$ cat config.mk
export PLATFORM = sky130hd
export DESIGN_NAME = scu_pipe_flat
export DESIGN_NICKNAME = d
export VERILOG_FILES = /design/src/rtl/scu_pipe_if.sv /design/src/rtl/scu_pipe.sv /design/src/flat_wrapper.sv
export SDC_FILE = /design/constraint.sdc
export NUM_CORES = 1
export LEC_CHECK = 0
export CAP_MARGIN = 40
export CORE_MARGIN = 10
export CORE_UTILIZATION = 26
export CTS_BUF_LIST = sky130_fd_sc_hd__clkbuf_4
export DETAILED_ROUTE_END_ITERATION = 7
export GPL_TIMING_DRIVEN = 0
export SLEW_MARGIN = 40
export SYNTH_ARGS = -nofsm -noshare
export SYNTH_HDL_FRONTEND = slang
export SYNTH_SLANG_ARGS = --single-unit
$ cat constraint.sdc
create_clock -name cpu_clk_50M -period 4.62 [get_ports cpu_clk_50M]
set_input_delay 0.924 -clock cpu_clk_50M [delete_from_list [all_inputs] [get_ports cpu_clk_50M]]
set_output_delay 0.924 -clock cpu_clk_50M [all_outputs]
set_load 0.005 [all_outputs]
$ cat src/rtl/scu_pipe_if.sv
// Request/response bundle between the pipeline datapath and the stall/flush control unit.
// master = datapath side (drives requests), slave = scu_pipe.
interface scu_pipe_if #(
    parameter int STAGES = 4,
    parameter int CNT_W  = 6,
    parameter int PERF_W = 32
);
    localparam int SEL_W = (STAGES > 1) ? $clog2(STAGES) : 1;

    logic [STAGES-1:0] stallreq;
    logic              tstall_start;
    logic [SEL_W-1:0]  tstall_stage;
    logic [CNT_W-1:0]  tstall_len;
    logic              flush_req;
    logic [STAGES-1:0] stall;
    logic [STAGES-1:0] flush;
    logic              tstall_busy;
    logic [PERF_W-1:0] stall_cycles;

    modport master (
        output stallreq, tstall_start, tstall_stage, tstall_len, flush_req,
        input  stall, flush, tstall_busy, stall_cycles
    );

    modport slave (
        input  stallreq, tstall_start, tstall_stage, tstall_len, flush_req,
        output stall, flush, tstall_busy, stall_cycles
    );
endinterface

$ cat src/rtl/scu_pipe.sv
// Pipeline stall/flush control: merges level stall requests with a self-timed stall,
// applies a prioritised multi-cycle flush and counts stalled cycles (saturating).
module scu_pipe #(
    parameter int STAGES       = 4,
    parameter int CNT_W        = 6,
    parameter int FLUSH_CYCLES = 1,
    parameter int PERF_W       = 32
) (
    input  logic       cpu_clk_50M,
    input  logic       cpu_rst,
    scu_pipe_if.slave  bus
);
    localparam int SEL_W = (STAGES > 1) ? $clog2(STAGES) : 1;
    localparam int FC_W  = $clog2(FLUSH_CYCLES + 1);

    typedef enum logic {IDLE, RUN} tstate_e;

    tstate_e           state_q, state_d;
    logic [CNT_W-1:0]  tcnt_q, tcnt_d;
    logic [SEL_W-1:0]  tstage_q, tstage_d;
    logic [FC_W-1:0]   fcnt_q, fcnt_d;
    logic [PERF_W-1:0] perf_q, perf_d;

    logic              flush_active;
    logic              start_ok;
    logic              hit;
    logic              stall_now;
    logic [STAGES-1:0] eff;
    logic [STAGES-1:0] stall_mask;

    assign flush_active = bus.flush_req || (fcnt_q != '0);
    assign start_ok     = bus.tstall_start && (bus.tstall_len != '0)
                          && (int'(bus.tstall_stage) < STAGES);

    // Stall everything from PC up to the highest requesting stage.
    always_comb begin
        eff = bus.stallreq;
        if (state_q == RUN) begin
            eff[tstage_q] = 1'b1;
        end
        hit        = 1'b0;
        stall_mask = '0;
        for (int k = STAGES - 1; k >= 0; k--) begin
            hit           = hit | eff[k];
            stall_mask[k] = hit;
        end
    end

    assign stall_now = stall_mask[0] && !flush_active;

    // NOTE: every variable gets a default before any branch so no latch is inferred.
    always_comb begin
        state_d  = state_q;
        tcnt_d   = tcnt_q;
        tstage_d = tstage_q;
        fcnt_d   = fcnt_q;
        perf_d   = perf_q;

        if (bus.flush_req) begin
            fcnt_d = FC_W'(FLUSH_CYCLES - 1);
        end else if (fcnt_q != '0) begin
            fcnt_d = fcnt_q - 1'b1;
        end

        unique case (state_q)
            IDLE: begin
                if (start_ok && !flush_active) begin
                    state_d  = RUN;
                    tcnt_d   = bus.tstall_len;
                    tstage_d = bus.tstall_stage;
                end
            end
            RUN: begin
                if (bus.flush_req) begin
                    state_d = IDLE;
                    tcnt_d  = '0;
                end else begin
                    tcnt_d = tcnt_q - 1'b1;
                    if (tcnt_q == CNT_W'(1)) begin
                        state_d = IDLE;
                    end
                end
            end
            default: state_d = IDLE;
        endcase

        if (stall_now && (perf_q != '1)) begin
            perf_d = perf_q + 1'b1;
        end
    end

    // NOTE: state registers use non-blocking assignments so all flops update together.
    always_ff @(posedge cpu_clk_50M) begin
        if (cpu_rst) begin
            state_q  <= IDLE;
            tcnt_q   <= '0;
            tstage_q <= '0;
            fcnt_q   <= '0;
            perf_q   <= '0;
        end else begin
            state_q  <= state_d;
            tcnt_q   <= tcnt_d;
            tstage_q <= tstage_d;
            fcnt_q   <= fcnt_d;
            perf_q   <= perf_d;
        end
    end

    // Reset forces the control outputs low in the same cycle, ahead of the clearing edge.
    assign bus.tstall_busy  = !cpu_rst && (state_q == RUN);
    assign bus.flush        = cpu_rst ? '0 : {STAGES{flush_active}};
    assign bus.stall        = (cpu_rst || flush_active) ? '0 : stall_mask;
    assign bus.stall_cycles = perf_q;

endmodule

$ cat src/flat_wrapper.sv
// flat-port wrapper written by rule: the top's interface ports become plain ports
module scu_pipe_flat 
#(
    parameter int STAGES       = 4,
    parameter int CNT_W        = 6,
    parameter int FLUSH_CYCLES = 1,
    parameter int PERF_W       = 32
)
  (cpu_clk_50M, cpu_rst, bus_stallreq, bus_tstall_start, bus_tstall_stage, bus_tstall_len, bus_flush_req, bus_stall, bus_flush, bus_tstall_busy, bus_stall_cycles);
  scu_pipe_if #(.STAGES(STAGES), .CNT_W(CNT_W), .PERF_W(PERF_W)) bus_i ();
  input  logic cpu_clk_50M;
  input  logic cpu_rst;
  input wire logic [$bits(bus_i.stallreq)-1:0] bus_stallreq;
  input wire logic [$bits(bus_i.tstall_start)-1:0] bus_tstall_start;
  input wire logic [$bits(bus_i.tstall_stage)-1:0] bus_tstall_stage;
  input wire logic [$bits(bus_i.tstall_len)-1:0] bus_tstall_len;
  input wire logic [$bits(bus_i.flush_req)-1:0] bus_flush_req;
  output wire logic [$bits(bus_i.stall)-1:0] bus_stall;
  output wire logic [$bits(bus_i.flush)-1:0] bus_flush;
  output wire logic [$bits(bus_i.tstall_busy)-1:0] bus_tstall_busy;
  output wire logic [$bits(bus_i.stall_cycles)-1:0] bus_stall_cycles;
  assign bus_i.stallreq = bus_stallreq;
  assign bus_i.tstall_start = bus_tstall_start;
  assign bus_i.tstall_stage = bus_tstall_stage;
  assign bus_i.tstall_len = bus_tstall_len;
  assign bus_i.flush_req = bus_flush_req;
  assign bus_stall = bus_i.stall;
  assign bus_flush = bus_i.flush;
  assign bus_tstall_busy = bus_i.tstall_busy;
  assign bus_stall_cycles = bus_i.stall_cycles;
  scu_pipe #(.STAGES(STAGES), .CNT_W(CNT_W), .FLUSH_CYCLES(FLUSH_CYCLES), .PERF_W(PERF_W)) u_core (.cpu_clk_50M(cpu_clk_50M), .cpu_rst(cpu_rst), .bus(bus_i));
endmodule
## After elaboration in Yosys (flattened, before gate mapping)

Index checks and enable logic that the tools add are counted.

- Register bits: 42
- Output and inout port bits: 41

- $add $sub $neg: 3
- Order comparisons: 2
- Equality and inequality tests: 3
- Mux-type cells: 12
- Bitwise operators: 6
- Reduce and logical (&&, ||, !) cells: 13

Operators with widths:

| operator | count |
|---|---|
| $add A32 B1 Y32 const B | 1 |
| $ne A32 B32 Y1 const B | 1 |
| $mux W4 | 3 |
| $mux W6 | 2 |
| $pmux W6 S2 | 1 |
| $eq A6 B1 Y1 const B | 1 |
| $logic_and A1 B1 Y1 | 6 |
| $reduce_bool A6 Y1 | 1 |
| $sub A6 B1 Y6 const B | 1 |
| $mux W1 | 4 |
| $or A4 B4 Y4 | 1 |
| $lt A2 B3 Y1 const B | 1 |
| $or A1 B1 Y1 | 3 |
| $reduce_or A3 Y1 | 1 |
| $demux W1 S2 | 1 |
| $ge A2 B1 Y1 const B | 1 |
| $logic_not A1 Y1 | 2 |
| $logic_or A1 B1 Y1 | 2 |
| $ne A2 B1 Y1 const B | 1 |
| $not A1 Y1 | 2 |
| $pmux W1 S2 | 1 |
| $reduce_and A2 Y1 | 1 |
| $sub A1 B1 Y1 const B | 1 |

## Depth between registers and ports, before layout

Gate-level depths: netlist (run 1).

- Depth in word-level cells: 11
- Depth in mapped cells: 7
- Mapped depth without buffers: 7

## Worst setup path before layout (run 1)

No wires, ideal clock.

- Kind: in2out
- Start: in cpu_rst
- End: out bus_flush[1]
- Data arrival time: 1.735 ns
- Path slack: 1.961 ns
- Stages: 4
- Path buffers: 3
- Cell sequence: clkbuf_1 -> clkbuf_1 -> nor2_1 -> buf_4

- Cells in the longest elaborated chain, start to end: 1

Ends and longest elaborated chain:

| element | RTL line | source |
|---|---|---|
| start, declared | flat_wrapper.sv:12 | `input logic cpu_rst;` |
| $mux W4 | scu_pipe.sv:111 | `assign bus.flush = cpu_rst ? '0 : {STAGES{flush_active}};` |
| end, declared | flat_wrapper.sv:19 | `output wire logic [$bits(bus_i.flush)-1:0] bus_flush;` |

Every way passes these cells.

## Worst setup path in the final report (run 1)

- Start: in cpu_rst
- End: out bus_flush[2]

Same word-level chain as after synthesis.

==> flow_metrics.py, run 1 <==
metrics = {
    "setup_path": {
        "path_buf_inv": 5,
        "worstPathArrival_ns": 3.07,
        "cp_max_fo": 10,
        "worstSetupStartpointType": "input pin",
        "end_kind": "primary output",
        "r2r_slack_ns": 2.00,
        "timing.rr.start": "u_core.bus.stall_cycles[0]",
        "path_cells": "clkdlybuf4s50_1, clkbuf_1, clkbuf_1, nor2_1, buf_4, clkdlybuf4s50_1",
        "slowest_delay_ns": 0.52,
        "cp_slowest_cell": "clkbuf_1",
        "startpoint": "cpu_rst",
        "worstPathRequired_ns": 3.70,
        "critical_path_class": "input pin to primary output",
        "r2r-end": "u_core.bus.stall_cycles[30]",
        "cp_top_family": "buffers and inverters",
        "r2r.worst_path.cells": 6,
    },
    "floorplan": {
        "die-area_um2": 12500,
        "row_count": 33,
        "die_h_um": 112,
        "chipWidth_um": 112,
        "ioPinCount": 57,
        "start_util": 0.267,
        "core_area_um2": 8220,
    },
    "clock_network": {
        "cts_setup_buffers": 0,
        "clock-sinks": 42,
        "cts_hold_buf": 0,
        "cts_buffers": 5,
        "clk_pin_slew_worst_paths_ns": 0.11,
        "clockBufferDepth": 2,
        "post_cts_resize_count": 0,
        "clock_latency_ns": 0.35,
        "cts_tree": "yes",
        "cts_htree_levels": 2,
        "cts_root_buffer": "clkbuf_4",
    },
    "sta": {
        "maxSlewViolCount": 0,
        "period_needed_ns": 3.99,
        "timing.clock.skew_ns": 0.0138,
        "setup_ws_ns": 0.629,
        "finalSetupTns_ns": 0,
        "hold_slack_ns": 0.506,
        "fmax_mhz": 251,
        "rsz0062_at_grt": "no",
        "slew_headroom": 0.507,
        "worst_slew_pin_slew_ns": 0.721,
        "finalSetupViolations": 0,
        "hold_violations": 0,
        "timing.final.crit_share": 0.864,
    },
    "yosys": {
        "syn_inst": 275,
        "ys_warn_count": 0,
        "synth-main-ff-cell": "dfxtp_1",
        "synth_nets": 294,
        "synth.avg_cell_area_um2": 7.98,
        "synth_cell_type_count": 44,
        "synth_edf_count": 0,
        "synth_area_um2": 2190,
        "yosys_register_bits": 42,
        "ys_seq_area_frac": 0.383,
        "synthArstFlopShare": 0,
    },
    "layout": {
        "final_nets": 357,
        "syn_to_final_growth_pct": 36.2,
        "multi_input_area_um2": 1230,
        "regArea_um2": 841,
        "drive_gt1_frac": 0.0619,
        "fin_util": 0.363,
        "diodes": 0,
        "fillers": 869,
    },
    "power_and_ir_drop": {
        "max-vdd-ir-drop_mv": 0.104,
        "p_per_area_nw_per_um2": 246,
        "p_leak_nw": 0.916,
    },
    "place": {
        "port_buffers": 56,
        "hpwlAfterDp_um": 4730,
        "gp_congestion": 0.836,
        "dp_slack_ns": 0.573,
    },
    "flow_run": {
        "cap_violations": 0,
    },
    "global_routing": {
        "grt_start_max_net_pins": 14,
        "grt_pass1_wl_um": 10200,
        "overflow": 0,
        "grt_pass1_vias": 2082,
        "antenna_found_initial": 0,
        "track_usage": 0.0955,
    },
    "detailed_routing": {
        "wirelength_um": 6240,
        "via_per_inst": 5.02,
        "via_count": 2229,
        "postRouteAntennaNets": 0,
        "dr.pass1.iters": 4,
        "drtIter0Drc": 62,
        "drt-wirelength-per-cell_um": 14.0,
        "drc": 0,
    },
    "worst_hold_path": {
        "holdPathStages": 2,
        "min-delay-start": "u_core.bus.stall_cycles[15]",
        "hold_class": "register to register",
        "hold_end": "u_core.bus.stall_cycles[15]",
    },
    "run_status": {
        "status": "finished clean",
    },
}
==> how the worst max path moves through the flow <==
stage,cells after the start,to
6_report,6,bus_flush[2]
4_1_cts,6,bus_flush[2]
3_5_place_dp,6,bus_flush[2]
5_1_grt,6,bus_flush[2]
3_3_place_gp,6,bus_flush[1]
2_1_floorplan,4,bus_flush[1]
==> cell families (layout without fill, tap and decap cells) <==
kind of cell / after synthesis / count (layout) / synth area share
simple gates: 117 / 117 / 0.291
compound gates: 75 / 75 / 0.205
xor+xnor: 6 / 6 / 0.0240
mux: 5 / 5 / 0.0240
buf+inv: 26 / 90 / 0.0536
other cells: 1 / 1 / 0.00171
flops: 42 / 42 / 0.383
fa+ha+maj: 3 / 3 / 0.0171
==> synth_stat cells (4+ instances only) <==
cell type | number | share of area
nor3_1 | 9 | 0.021
o31ai_1 | 7 | 0.024
clkbuf_1 | 8 | 0.014
inv_1 | 13 | 0.022
or4_1 | 8 | 0.027
nand4_1 | 7 | 0.020
nor2_1 | 30 | 0.051
a21oi_1 | 28 | 0.064
xnor2_1 | 5 | 0.020
nor2b_1 | 4 | 0.011
nand3_1 | 12 | 0.027
o21ai_0 | 20 | 0.046
o22ai_1 | 4 | 0.011
dfxtp_1 | 42 | 0.38
nand2_1 | 12 | 0.021
or3_1 | 16 | 0.046
==> per-layer routing <==
layer  vias up  share of wire  global-route usage
met3         6          0.072              0.0365
li1       1136              -                   -
met1      1037           0.45               0.113
met4         0         0.0098              0.0274
met5         -              0                   0
met2        50           0.47               0.157
==> layout make-up <==
type	count	share of cell area
clock inverters	3	0.0214
inverters	13	0.0163
flip-flops and latches	42	0.282
well taps	105	0.0440
clock buffers	5	0.0126
plain buffers	13	0.0230
multi-input cells	207	0.413
repair buffers	56	0.188
==> metrics by stage <==
step,total power [W],cell area [um2],cells
2_1_floorplan,0.000419,2190,275
3_3_place_gp,0.000454,2890,436
3_5_place_dp,0.000454,2890,436
4_1_cts,0.000746,2990,444
5_1_grt,0.000771,2990,444
6_report,0.000733,2990,444
==> power breakdown <==
group	switching [W]	internal [W]	total, W
Clock	0.000121	0.000167	0.000287
Sequential	0.00000675	0.000368	0.000375
Combinational	0.0000337	0.0000377	0.0000714
==> placed cells by master (no fill, tap or decap), drive strengths merged, types with 4 or more instances in the layout <==
master	netlist	layout
o31ai	7	7
clkdlybuf4s50	0	56
nor3	9	9
or4	9	9
or3	16	16
dfxtp	42	42
a21oi	28	28
nor2	30	30
nand4	7	7
clkbuf	8	13
buf	5	5
nand3	12	12
nand2	12	12
o21ai	20	20
xnor2	5	5
o22ai	4	4
nor2b	4	4
inv	13	13
==> sequential cells by signal, indices dropped and copies added (netlist names) <==
register and count:
u_core.tcnt_q 6, u_core.state_q 1, u_core.tstage_q 2, u_core.fcnt_q 1
u_core.bus.stall_cycles 32
==> tightest hold or removal path: cells and delay by family (launching register included) <==
| kind | cells | cell delay (ns) |
|---|---|---|
| AO/OA/AOI/OAI | 2 | 0.12 |
| flip-flops | 1 | 0.35 |
Note: power is estimated with default switching activity, not from simulation.
==> run 2, diff against run 1 <==
--- a/config.mk
+++ b/config.mk
@@ -9,6 +9,7 @@
 export CORE_MARGIN = 10
 export CORE_UTILIZATION = 26
 export CTS_BUF_LIST = sky130_fd_sc_hd__clkbuf_4
+export CTS_CLUSTER_DIAMETER = 30
 export DETAILED_ROUTE_END_ITERATION = 7
 export GPL_TIMING_DRIVEN = 0
 export SLEW_MARGIN = 40
==> results of run 2 <==
Final layout, timing and power as in run 1 (identical DEF).
